### config.mk
export PLATFORM = sky130hd
export DESIGN_NAME = vend_core_param_flat
export DESIGN_NICKNAME = d
export VERILOG_FILES = /design/src/rtl/vend_core_param_if.sv /design/src/rtl/vend_core_param.sv /design/src/flat_wrapper.sv
export SDC_FILE = /design/constraint.sdc
export NUM_CORES = 1
export LEC_CHECK = 0
export CAP_MARGIN = 20
export CORE_UTILIZATION = 60
export DETAILED_ROUTE_END_ITERATION = 8
export PLACE_DENSITY_LB_ADDON = 0.3
export SYNTH_ARGS = -nofsm -noshare
export SYNTH_HDL_FRONTEND = slang
export SYNTH_SLANG_ARGS = --single-unit
### constraint.sdc
create_clock -name clk -period 7.6 [get_ports clk]
set_input_delay 1.52 -clock clk [delete_from_list [all_inputs] [get_ports clk]]
set_output_delay 1.52 -clock clk [all_outputs]
set_load 0.01 [all_outputs]
### src/rtl/vend_core_param_if.sv
// ----------------------------------------------------------------------------
// vend_core_param_if
//   Bundle of the request strobes and status outputs that connect the keypad /
//   edge-detect front end to the vending control core.
//
//   Front end -> core : sel_valid, sel_idx, coin_valid, coin_val, cancel
//   Core -> front end : credit, sel_active, cur_idx, dispense_valid,
//                       dispense_idx, change_valid, change_amt, err, sold_out
//
//   master modport : the front end (drives the strobes)
//   slave modport  : the control core
// ----------------------------------------------------------------------------
interface vend_core_param_if #(
  parameter int NUM_PRODUCTS = 5,
  parameter int AMT_W        = 8
);
  logic                    sel_valid;
  logic [3:0]              sel_idx;
  logic                    coin_valid;
  logic [1:0]              coin_val;
  logic                    cancel;

  logic [AMT_W-1:0]        credit;
  logic                    sel_active;
  logic [3:0]              cur_idx;
  logic                    dispense_valid;
  logic [3:0]              dispense_idx;
  logic                    change_valid;
  logic [AMT_W-1:0]        change_amt;
  logic                    err;
  logic [NUM_PRODUCTS-1:0] sold_out;

  modport master (
    output sel_valid, sel_idx, coin_valid, coin_val, cancel,
    input  credit, sel_active, cur_idx, dispense_valid, dispense_idx,
           change_valid, change_amt, err, sold_out
  );

  modport slave (
    input  sel_valid, sel_idx, coin_valid, coin_val, cancel,
    output credit, sel_active, cur_idx, dispense_valid, dispense_idx,
           change_valid, change_amt, err, sold_out
  );
endinterface

### src/rtl/vend_core_param.sv
// ----------------------------------------------------------------------------
// vend_core_param
//   Parametrised vending-machine control core: product selection with stock
//   tracking, coin collection, dispense, change / refund and an inactivity
//   timeout that refunds automatically.
//
//   Ports:
//     clk   rising-edge clock
//     rstn  asynchronous active-low reset
//     bus   vend_core_param_if.slave
//           in : sel_valid, sel_idx[3:0], coin_valid, coin_val[1:0], cancel
//           out: credit, sel_active, cur_idx, dispense_valid, dispense_idx,
//                change_valid, change_amt, err, sold_out[NUM_PRODUCTS-1:0]
//
//   Optional feature macro: VEND_COIN_CHANGE_EN
//     undefined : change/refund is paid as one pulse carrying the full amount
//     defined   : change/refund is paid one coin per cycle, greedy 10/5/1
//
//   All outputs come straight from registers.
// ----------------------------------------------------------------------------
module vend_core_param #(
  parameter int                            NUM_PRODUCTS = 5,
  parameter int                            AMT_W        = 8,
  parameter logic [NUM_PRODUCTS*AMT_W-1:0] PRICES       = {8'd18, 8'd15, 8'd7, 8'd5, 8'd2},
  parameter int                            STOCK_W      = 4,
  parameter int                            STOCK_INIT   = 3,
  parameter int                            TIMEOUT_CYC  = 1000
) (
  input  logic              clk,
  input  logic              rstn,
  vend_core_param_if.slave  bus
);

  localparam int                CNT_W    = (TIMEOUT_CYC > 2) ? $clog2(TIMEOUT_CYC) : 1;
  localparam logic [CNT_W-1:0]  CNT_LAST = CNT_W'(TIMEOUT_CYC - 1);

  typedef enum logic [1:0] {IDLE, COLLECT, VEND, CHANGE} state_t;

  state_t           state_reg, state_next;
  logic [AMT_W-1:0] credit_reg, credit_next;
  logic [AMT_W-1:0] price_reg, price_next;
  logic [AMT_W-1:0] rem_reg, rem_next;
  logic [3:0]       idx_reg, idx_next;
  logic [CNT_W-1:0] cnt_reg, cnt_next;

  logic             sel_active_reg, sel_active_next;
  logic             dispense_valid_reg, dispense_valid_next;
  logic [3:0]       dispense_idx_reg, dispense_idx_next;
  logic             change_valid_reg, change_valid_next;
  logic [AMT_W-1:0] change_amt_reg, change_amt_next;
  logic             err_reg, err_next;

  // 16-entry lookup tables so any 4-bit sel_idx can index them safely;
  // entries beyond NUM_PRODUCTS read as "not available".
  logic [AMT_W-1:0] price_tab [16];
  logic [15:0]      avail_vec;

  logic [AMT_W-1:0] coin_amt;
  logic             coin_legal;
  logic [AMT_W-1:0] credit_sum;
  logic             pay_start;
  logic [AMT_W-1:0] pay_total;
  logic [AMT_W-1:0] pay_coin;
  logic             go_idle;

  // Amount paid out in one CHANGE cycle for an outstanding remainder.
  function automatic logic [AMT_W-1:0] coin_for(input logic [AMT_W-1:0] amt);
`ifdef VEND_COIN_CHANGE_EN
    if (amt >= AMT_W'(10))      return AMT_W'(10);
    else if (amt >= AMT_W'(5))  return AMT_W'(5);
    else if (amt != '0)         return AMT_W'(1);
    else                        return '0;
`else
    return amt;
`endif
  endfunction

  // --------------------------------------------------------------------------
  // Per-product stock counters. sold_out is kept as its own register, updated
  // together with the counter, so it is a registered output rather than a
  // decode of the count.
  // --------------------------------------------------------------------------
  genvar gi;
  generate
    for (gi = 0; gi < 16; gi++) begin : g_prod
      if (gi < NUM_PRODUCTS) begin : g_real
        logic [STOCK_W-1:0] stock_reg;
        logic               so_reg;
        logic               take;

        assign take = (state_reg == VEND) && (idx_reg == 4'(gi)) && (stock_reg != '0);

        always_ff @(posedge clk or negedge rstn) begin
          if (!rstn) begin
            stock_reg <= STOCK_W'(STOCK_INIT);
            so_reg    <= (STOCK_INIT == 0);
          end else if (take) begin
            stock_reg <= stock_reg - STOCK_W'(1);
            so_reg    <= (stock_reg == STOCK_W'(1));
          end
        end

        assign price_tab[gi]    = PRICES[gi*AMT_W +: AMT_W];
        assign avail_vec[gi]    = ~so_reg;
        assign bus.sold_out[gi] = so_reg;
      end else begin : g_pad
        assign price_tab[gi] = '0;
        assign avail_vec[gi] = 1'b0;
      end
    end
  endgenerate

  // --------------------------------------------------------------------------
  // Coin decode. Illegal code 11 (or no strobe) contributes nothing.
  // --------------------------------------------------------------------------
  always_comb begin
    coin_amt   = '0;
    coin_legal = 1'b0;
    if (bus.coin_valid) begin
      case (bus.coin_val)
        2'b00:   begin coin_amt = AMT_W'(1);  coin_legal = 1'b1; end
        2'b01:   begin coin_amt = AMT_W'(5);  coin_legal = 1'b1; end
        2'b10:   begin coin_amt = AMT_W'(10); coin_legal = 1'b1; end
        default: begin coin_amt = '0;         coin_legal = 1'b0; end
      endcase
    end
  end

  // Credit never exceeds price+9, so this sum cannot wrap.
  assign credit_sum = credit_reg + coin_amt;

  // --------------------------------------------------------------------------
  // Next-state / next-output logic
  // --------------------------------------------------------------------------
  always_comb begin
    state_next          = state_reg;
    credit_next         = credit_reg;
    price_next          = price_reg;
    rem_next            = rem_reg;
    idx_next            = idx_reg;
    cnt_next            = cnt_reg;
    dispense_valid_next = 1'b0;
    dispense_idx_next   = dispense_idx_reg;
    change_valid_next   = 1'b0;
    change_amt_next     = change_amt_reg;
    err_next            = 1'b0;
    pay_start           = 1'b0;
    pay_total           = '0;
    pay_coin            = '0;
    go_idle             = 1'b0;

    case (state_reg)
      IDLE: begin
        // Coins are not accepted without a selection; flag them.
        err_next = bus.coin_valid || (bus.sel_valid && !avail_vec[bus.sel_idx]);
        if (bus.sel_valid && avail_vec[bus.sel_idx]) begin
          idx_next    = bus.sel_idx;
          price_next  = price_tab[bus.sel_idx];
          credit_next = '0;
          cnt_next    = '0;
          state_next  = COLLECT;
        end
      end

      COLLECT: begin
        err_next = bus.coin_valid && !coin_legal;
        // A legal coin arriving on the timeout edge shows the customer is
        // present, so it suppresses the automatic refund.
        if (bus.cancel || ((cnt_reg == CNT_LAST) && !coin_legal)) begin
          // Cancel wins over a simultaneous coin; that coin joins the refund.
          if (credit_sum == '0) begin
            go_idle = 1'b1;
          end else begin
            pay_start = 1'b1;
            pay_total = credit_sum;
          end
        end else if (coin_legal) begin
          credit_next = credit_sum;
          cnt_next    = '0;
          if (credit_sum >= price_reg) begin
            state_next          = VEND;
            dispense_valid_next = 1'b1;
            dispense_idx_next   = idx_reg;
          end
        end else begin
          cnt_next = cnt_reg + CNT_W'(1);
        end
      end

      VEND: begin
        if (credit_reg != price_reg) begin
          pay_start = 1'b1;
          pay_total = credit_reg - price_reg;
        end else begin
          go_idle = 1'b1;
        end
      end

      CHANGE: begin
        // Without coin-by-coin payout the remainder is already zero here.
        if (rem_reg != '0) begin
          pay_start = 1'b1;
          pay_total = rem_reg;
        end else begin
          go_idle = 1'b1;
        end
      end

      default: go_idle = 1'b1;
    endcase

    if (pay_start) begin
      pay_coin          = coin_for(pay_total);
      state_next        = CHANGE;
      change_valid_next = 1'b1;
      change_amt_next   = pay_coin;
      rem_next          = pay_total - pay_coin;
    end

    if (go_idle) begin
      state_next  = IDLE;
      credit_next = '0;
      rem_next    = '0;
    end

    sel_active_next = (state_next == COLLECT) || (state_next == VEND);
  end

  // --------------------------------------------------------------------------
  // State and output registers
  // --------------------------------------------------------------------------
  always_ff @(posedge clk or negedge rstn) begin
    if (!rstn) begin
      state_reg          <= IDLE;
      credit_reg         <= '0;
      price_reg          <= '0;
      rem_reg            <= '0;
      idx_reg            <= '0;
      cnt_reg            <= '0;
      sel_active_reg     <= 1'b0;
      dispense_valid_reg <= 1'b0;
      dispense_idx_reg   <= '0;
      change_valid_reg   <= 1'b0;
      change_amt_reg     <= '0;
      err_reg            <= 1'b0;
    end else begin
      state_reg          <= state_next;
      credit_reg         <= credit_next;
      price_reg          <= price_next;
      rem_reg            <= rem_next;
      idx_reg            <= idx_next;
      cnt_reg            <= cnt_next;
      sel_active_reg     <= sel_active_next;
      dispense_valid_reg <= dispense_valid_next;
      dispense_idx_reg   <= dispense_idx_next;
      change_valid_reg   <= change_valid_next;
      change_amt_reg     <= change_amt_next;
      err_reg            <= err_next;
    end
  end

  assign bus.credit         = credit_reg;
  assign bus.sel_active     = sel_active_reg;
  assign bus.cur_idx        = idx_reg;
  assign bus.dispense_valid = dispense_valid_reg;
  assign bus.dispense_idx   = dispense_idx_reg;
  assign bus.change_valid   = change_valid_reg;
  assign bus.change_amt     = change_amt_reg;
  assign bus.err            = err_reg;

endmodule
### src/flat_wrapper.sv
// flat-port wrapper written by rule: the top's interface ports become plain ports
module vend_core_param_flat 
#(
  parameter int                            NUM_PRODUCTS = 5,
  parameter int                            AMT_W        = 8,
  parameter logic [NUM_PRODUCTS*AMT_W-1:0] PRICES       = {8'd18, 8'd15, 8'd7, 8'd5, 8'd2},
  parameter int                            STOCK_W      = 4,
  parameter int                            STOCK_INIT   = 3,
  parameter int                            TIMEOUT_CYC  = 1000
)
  (clk, rstn, bus_sel_valid, bus_sel_idx, bus_coin_valid, bus_coin_val, bus_cancel, bus_credit, bus_sel_active, bus_cur_idx, bus_dispense_valid, bus_dispense_idx, bus_change_valid, bus_change_amt, bus_err, bus_sold_out);
  vend_core_param_if #(.NUM_PRODUCTS(NUM_PRODUCTS), .AMT_W(AMT_W)) bus_i ();
  input  logic clk;
  input  logic rstn;
  input wire logic [$bits(bus_i.sel_valid)-1:0] bus_sel_valid;
  input wire logic [$bits(bus_i.sel_idx)-1:0] bus_sel_idx;
  input wire logic [$bits(bus_i.coin_valid)-1:0] bus_coin_valid;
  input wire logic [$bits(bus_i.coin_val)-1:0] bus_coin_val;
  input wire logic [$bits(bus_i.cancel)-1:0] bus_cancel;
  output wire logic [$bits(bus_i.credit)-1:0] bus_credit;
  output wire logic [$bits(bus_i.sel_active)-1:0] bus_sel_active;
  output wire logic [$bits(bus_i.cur_idx)-1:0] bus_cur_idx;
  output wire logic [$bits(bus_i.dispense_valid)-1:0] bus_dispense_valid;
  output wire logic [$bits(bus_i.dispense_idx)-1:0] bus_dispense_idx;
  output wire logic [$bits(bus_i.change_valid)-1:0] bus_change_valid;
  output wire logic [$bits(bus_i.change_amt)-1:0] bus_change_amt;
  output wire logic [$bits(bus_i.err)-1:0] bus_err;
  output wire logic [$bits(bus_i.sold_out)-1:0] bus_sold_out;
  assign bus_i.sel_valid = bus_sel_valid;
  assign bus_i.sel_idx = bus_sel_idx;
  assign bus_i.coin_valid = bus_coin_valid;
  assign bus_i.coin_val = bus_coin_val;
  assign bus_i.cancel = bus_cancel;
  assign bus_credit = bus_i.credit;
  assign bus_sel_active = bus_i.sel_active;
  assign bus_cur_idx = bus_i.cur_idx;
  assign bus_dispense_valid = bus_i.dispense_valid;
  assign bus_dispense_idx = bus_i.dispense_idx;
  assign bus_change_valid = bus_i.change_valid;
  assign bus_change_amt = bus_i.change_amt;
  assign bus_err = bus_i.err;
  assign bus_sold_out = bus_i.sold_out;
  vend_core_param #(.NUM_PRODUCTS(NUM_PRODUCTS), .AMT_W(AMT_W), .PRICES(PRICES), .STOCK_W(STOCK_W), .STOCK_INIT(STOCK_INIT), .TIMEOUT_CYC(TIMEOUT_CYC)) u_core (.clk(clk), .rstn(rstn), .bus(bus_i));
endmodule
After elaboration in Yosys (flattened, before gate mapping) --
Memory sizes are Yosys's and may differ from the RTL's. A register that Yosys moved wholly into a read port is not among the register bits. Index checks and enable logic that the tools add are counted.
Word-level totals: flip-flop bits (word level) 73, memories 1, word-level logic and storage cells 146, output and inout port bits 33, input port bits 11, bits in read-only memories 128
Memories:
- (no name shown) | depth 16, width 8, read ports 1, clocked after memory_dff 1, wr ports 0, line vend_core_param.sv:158 | price_next = price_tab[bus.sel_idx];
Operators by class: magnitude comparators 2, add/sub/neg operators 9, bitwise operators 7, multiplexer cells 45, equal/unequal tests 23, reductions and logical operators 38
Operator list (count):
- $mux W8 | 11
- $mux W10 | 3
- $eq A4 B1 Y1 const B | 6
- $pmux W8 S3 | 1
- $pmux W10 S2 | 1
- $reduce_bool A4 Y1 | 5
- $sub A4 B1 Y4 const B | 5
- $mux W1 | 16
- $pmux W8 S2 | 1
- $sub A8 B8 Y8 | 2
- $logic_and A1 B1 Y1 | 14
- $mux W2 | 6
- $pmux W4 S3 | 1
- $add A10 B1 Y10 const B | 1
- $eq A10 B10 Y1 const B | 1
- $add A8 B8 Y8 | 1
- $eq A2 B2 Y1 const B | 4
- $eq A4 B2 Y1 const B | 2
- $ge A8 B8 Y1 | 1
- $logic_not A8 Y1 | 1
- $ne A8 B8 Y1 | 1
- $reduce_and A4 Y1 | 2
- $reduce_bool A8 Y1 | 1
- $eq A2 B1 Y1 const B | 3
- 21 further kinds | 34

Logic depth before layout (Yosys ltp) --
depth after elaboration 13, mapped depth 15, mapped depth without buffers 14

Worst setup path before layout --
Ideal clock, no wire load.
path kind in2reg, start point input bus_coin_valid, end point register u_core.dispense_idx_reg[0] (netlist: u_core.bus.dispense_idx[0]), path buffers 1, setup time 0.128 ns, data required time 7.472 ns, arrival 4.212 ns, slack 3.261 ns, stages on the path 15, cell sequence nor2b_1 ha_1 inv_1 fa_1 nand2b_1 o2bb2ai_2 xnor2_1 ha_1 nand2_1 a21oi_1 a211oi_1 a211oi_1 and2_1 clkbuf_1 mux2_1
On the way: longest elaborated chain between the ends 6, elaborated cells between the ends (all ways) 9, classes of those cells 1 x add/sub; 1 x order compare; 2 x mux; 1 x bitwise; 4 x reduce/logical
Ends and longest elaborated chain:
- start, declared | line flat_wrapper.sv:17 | input wire logic [$bits(bus_i.coin_valid)-1:0] bus_coin_valid;
- branches (longest 5 deep; another with $add A8 B8 Y8)
- $reduce_and A4 Y1 (no line) *
- end signal, assigned | line vend_core_param.sv:255 | dispense_idx_reg <= dispense_idx_next;
- end, declared | line vend_core_param.sv:48 | logic [3:0] dispense_idx_reg, dispense_idx_next;
Every way passes the cells marked *. A chain may end at the register's enable or synchronous reset.

Final worst setup path --
start point input bus_coin_valid, end point register u_core.dispense_idx_reg[1] (netlist: u_core.bus.dispense_idx[1])
The elaborated chain is that of the path after synthesis.

==> summary.md <==
| Metric | Value |
|---|---|
| Outcome | `finished, final reports clean` |
| Chip Width | `83.6 microns` |
| Clk_skew | `0.0106 ns` |
| Commonest non-fill, non-tap cell in the layout | `dfrtp_1` |
| Worst Setup SP | `bus_coin_valid` |
| Crit path to | `u_core.bus.dispense_idx[1]` |
| CTS tree | `done` |
| Reg2reg path depth | `13` |
| Final std cells w/o fill | `527` |
| Reg-to-reg startpoint | `u_core.bus.credit[0]` |
| Synth Cell Area | `0.00400 sq mm` |
| Routed Antenna Nets | `0` |
| Antenna fix cells | `0` |
| Tcrit/Tclk final | `64.3%` |
| CP Capture Type | `flip-flop` |
| Port buffer count | `43` |
| Top Ports | `44` |
| Netlist cell types | `62` |
| Crit Path Category | `input pin to flip-flop` |
| Leak Pwr | `2.07 nW` |
| Max VDD drop | `0.192 mV` |
| CTS sink cnt | `69` |
| Worst-Skew Late Latency | `0.35 ns` |
| Vias in the first global route | `3250` |
| RSZ-0062 raised after global routing | `false` |
| Seq/Total Area, Yosys | `43.5%` |
| Clock Tree Buf Depth | `2` |
| # placed instances | `511` |
| First-pass DRT Iterations | `5` |
| Hold_ws | `0.467 ns` |
| Layout cell share with drive strength beyond 1 | `10.4%` |
| WL final | `9270 microns` |
| Initial Utilization | `62.6%` |
| Syn. warnings | `0` |
| CP startpoint kind | `input pin` |
| Residual DRC count | `0` |
| Die area | `0.00699 sq mm` |
| Mean routed wirelength per cell | `17.6 microns` |
| Min cycle time layout | `4.89 ns` |
| Top FF cell, synth | `dfrtp_1` |
| Pin count of the biggest net entering global routing | `70` |
| Post-CTS Hold Buffers | `0` |
| R2R setup slack | `4.16 ns` |
| Max FFs per register | `20` |
| Worst-path clk slew | `0.08 ns` |
| Most frequent cells in the layout | `dfrtp_1 (59), clkdlybuf4s50_1 (42), nand2_1 (40)` |
| Hold WC Path Type | `flip-flop to flip-flop` |
| CTS root buf | `clkbuf_8` |
| Number of flops mapped to enable cells by yosys | `0` |
| Final-report hold violation count | `0` |
| Pwr Density | `295 mW/mm^2` |
| Max Slew Vio Count | `0` |
| RePlAce Congestion | `0.917` |
| Grt total ovfl | `0` |
| Critical R2R Capture | `u_core.bus.dispense_idx[1]` |
| Post-route setup TNS | `0 ns` |
| Post-Syn Instances | `409` |
| First-pass GRT wire length | `15800 microns` |
| Post-CTS setup buffer count | `0` |
| Layout area overhead | `15.3%` |
| Max frequency | `0.205 GHz` |
| Avg Vias per Cell | `6.10` |
| Final net count | `484` |
| Relative slew slack | `43.3%` |
| Synth Register Bits | `69` |
| Worst Path Required | `7.83 ns` |
| Initial antenna violation count | `0` |
| Dpl hpwl | `6680 microns` |
| DR iter-0 viols | `274` |
| DR vias | `3214` |
| Num rows | `29` |
| Async S/R FF share, synth | `100%` |
| Max FO, Critical Path | `6` |
| Post-CTS sizing | `0` |
| Syn avg cell area | `9.77 sq um` |
| H-tree depth | `3` |
| Syn nets | `448` |
| Core Region | `0.00639 sq mm` |
| Final setup fails | `0` |
| Tot GR Track Use | `28.9%` |
| Crit path DAT | `5.12 ns` |
| Die height | `83.6 microns` |
| Max Cap Violations | `0` |
| Worst-Margin Slew | `0.851 ns` |
| Num CTS Buffers | `9` |
==> worst min path at each step <==
stage,startpoint,endpoint,slack (ns),depth (start not counted)
after floorplan,u_core.cnt_reg[6],u_core.cnt_reg[6],0.44,1
final,u_core.g_prod[3].g_real.stock_reg[3],u_core.g_prod[3].g_real.stock_reg[3],0.47,1
after global routing,u_core.g_prod[3].g_real.stock_reg[3],u_core.g_prod[3].g_real.stock_reg[3],0.47,1
after detailed placement,u_core.g_prod[3].g_real.stock_reg[3],u_core.g_prod[3].g_real.stock_reg[3],0.46,1
after global placement,u_core.g_prod[4].g_real.stock_reg[3],u_core.g_prod[4].g_real.stock_reg[3],0.46,1
after CTS,u_core.g_prod[3].g_real.stock_reg[3],u_core.g_prod[3].g_real.stock_reg[3],0.47,1
==> report_power, final <==
group          internal (W)  switching [W]
clock              0.000136       0.000145
sequential         0.000427      0.0000639
combinational      0.000267       0.000322
total              0.000830       0.000531
==> layer usage <==
layer	track usage, %	share of wire (%)	vias up
li1	-	-	1515
met1	38.2	43	1549
met2	46.2	48	122
met3	5.54	6.1	28
met4	13.6	2.9	0
met5	0	0	-
==> synth_stat cells, types with 6 or more instances <==
cell	instances	area (sq um)
and3_1	7	43.8
nand2_1	40	150
buf_4	6	45.0
nor2_1	32	120
mux2_2	6	67.6
a21oi_1	15	75.1
and2_1	7	43.8
nand3_1	13	65.1
o21ai_0	26	130
ha_1	26	325
a21o_1	6	45.0
dfstp_2	10	263
xnor2_1	17	149
dfrtp_1	59	1480
clkbuf_1	10	37.5
a221o_1	8	80.1
inv_1	28	105
nand2b_1	7	43.8
==> cell type report <==
cell class,instances,area [sq um]
multi-input cells,292,2040
fillers,480,1780
flip-flops and latches,69,1740
repair buffers,44,433
clock buffers,11,151
inverters,29,111
well taps,77,96.3
clock inverters,5,33.8
==> critical path, stage by stage <==
cell and delay, ns:
clkdlybuf4s50_1 0.56, nor2b_1 0.21, ha_1 0.25, inv_1 0.07, fa_1 0.39, nand2b_1 0.18, o2bb2ai_2 0.17, xnor2_1 0.36
ha_1 0.20, nand2_1 0.05, a21oi_1 0.13, a211oi_1 0.06, a211oi_1 0.29, and2_1 0.29, mux2_1 0.37
==> kinds of logic (layout without fill, tap and decap cells) <==
| kind of cell | Yosys count | count (layout) | share of synthesized area [%] |
|---|---|---|---|
| mux | 13 | 13 | 3.60 |
| fa+ha+maj | 28 | 28 | 9.14 |
| buf+inv | 48 | 89 | 5.35 |
| xor+xnor | 22 | 22 | 4.82 |
| compound gates | 94 | 94 | 16.7 |
| flops | 69 | 69 | 43.5 |
| simple gates | 135 | 135 | 16.9 |
==> through the flow <==
step | instance area (sq um) | utilization, % | power [W] | worst slack (ns)
after floorplan | 4000 | - | 0.000867 | 3.26
after global placement | 4420 | 69.3 | 0.00105 | 2.57
final | 4610 | 72.2 | 0.00136 | 2.71
after CTS | 4610 | 72.2 | 0.00136 | 2.71
after detailed placement | 4420 | 69.3 | 0.00107 | 2.37
after global routing | 4610 | 72.2 | 0.00144 | 2.40
(Power assumes the default switching activity.)
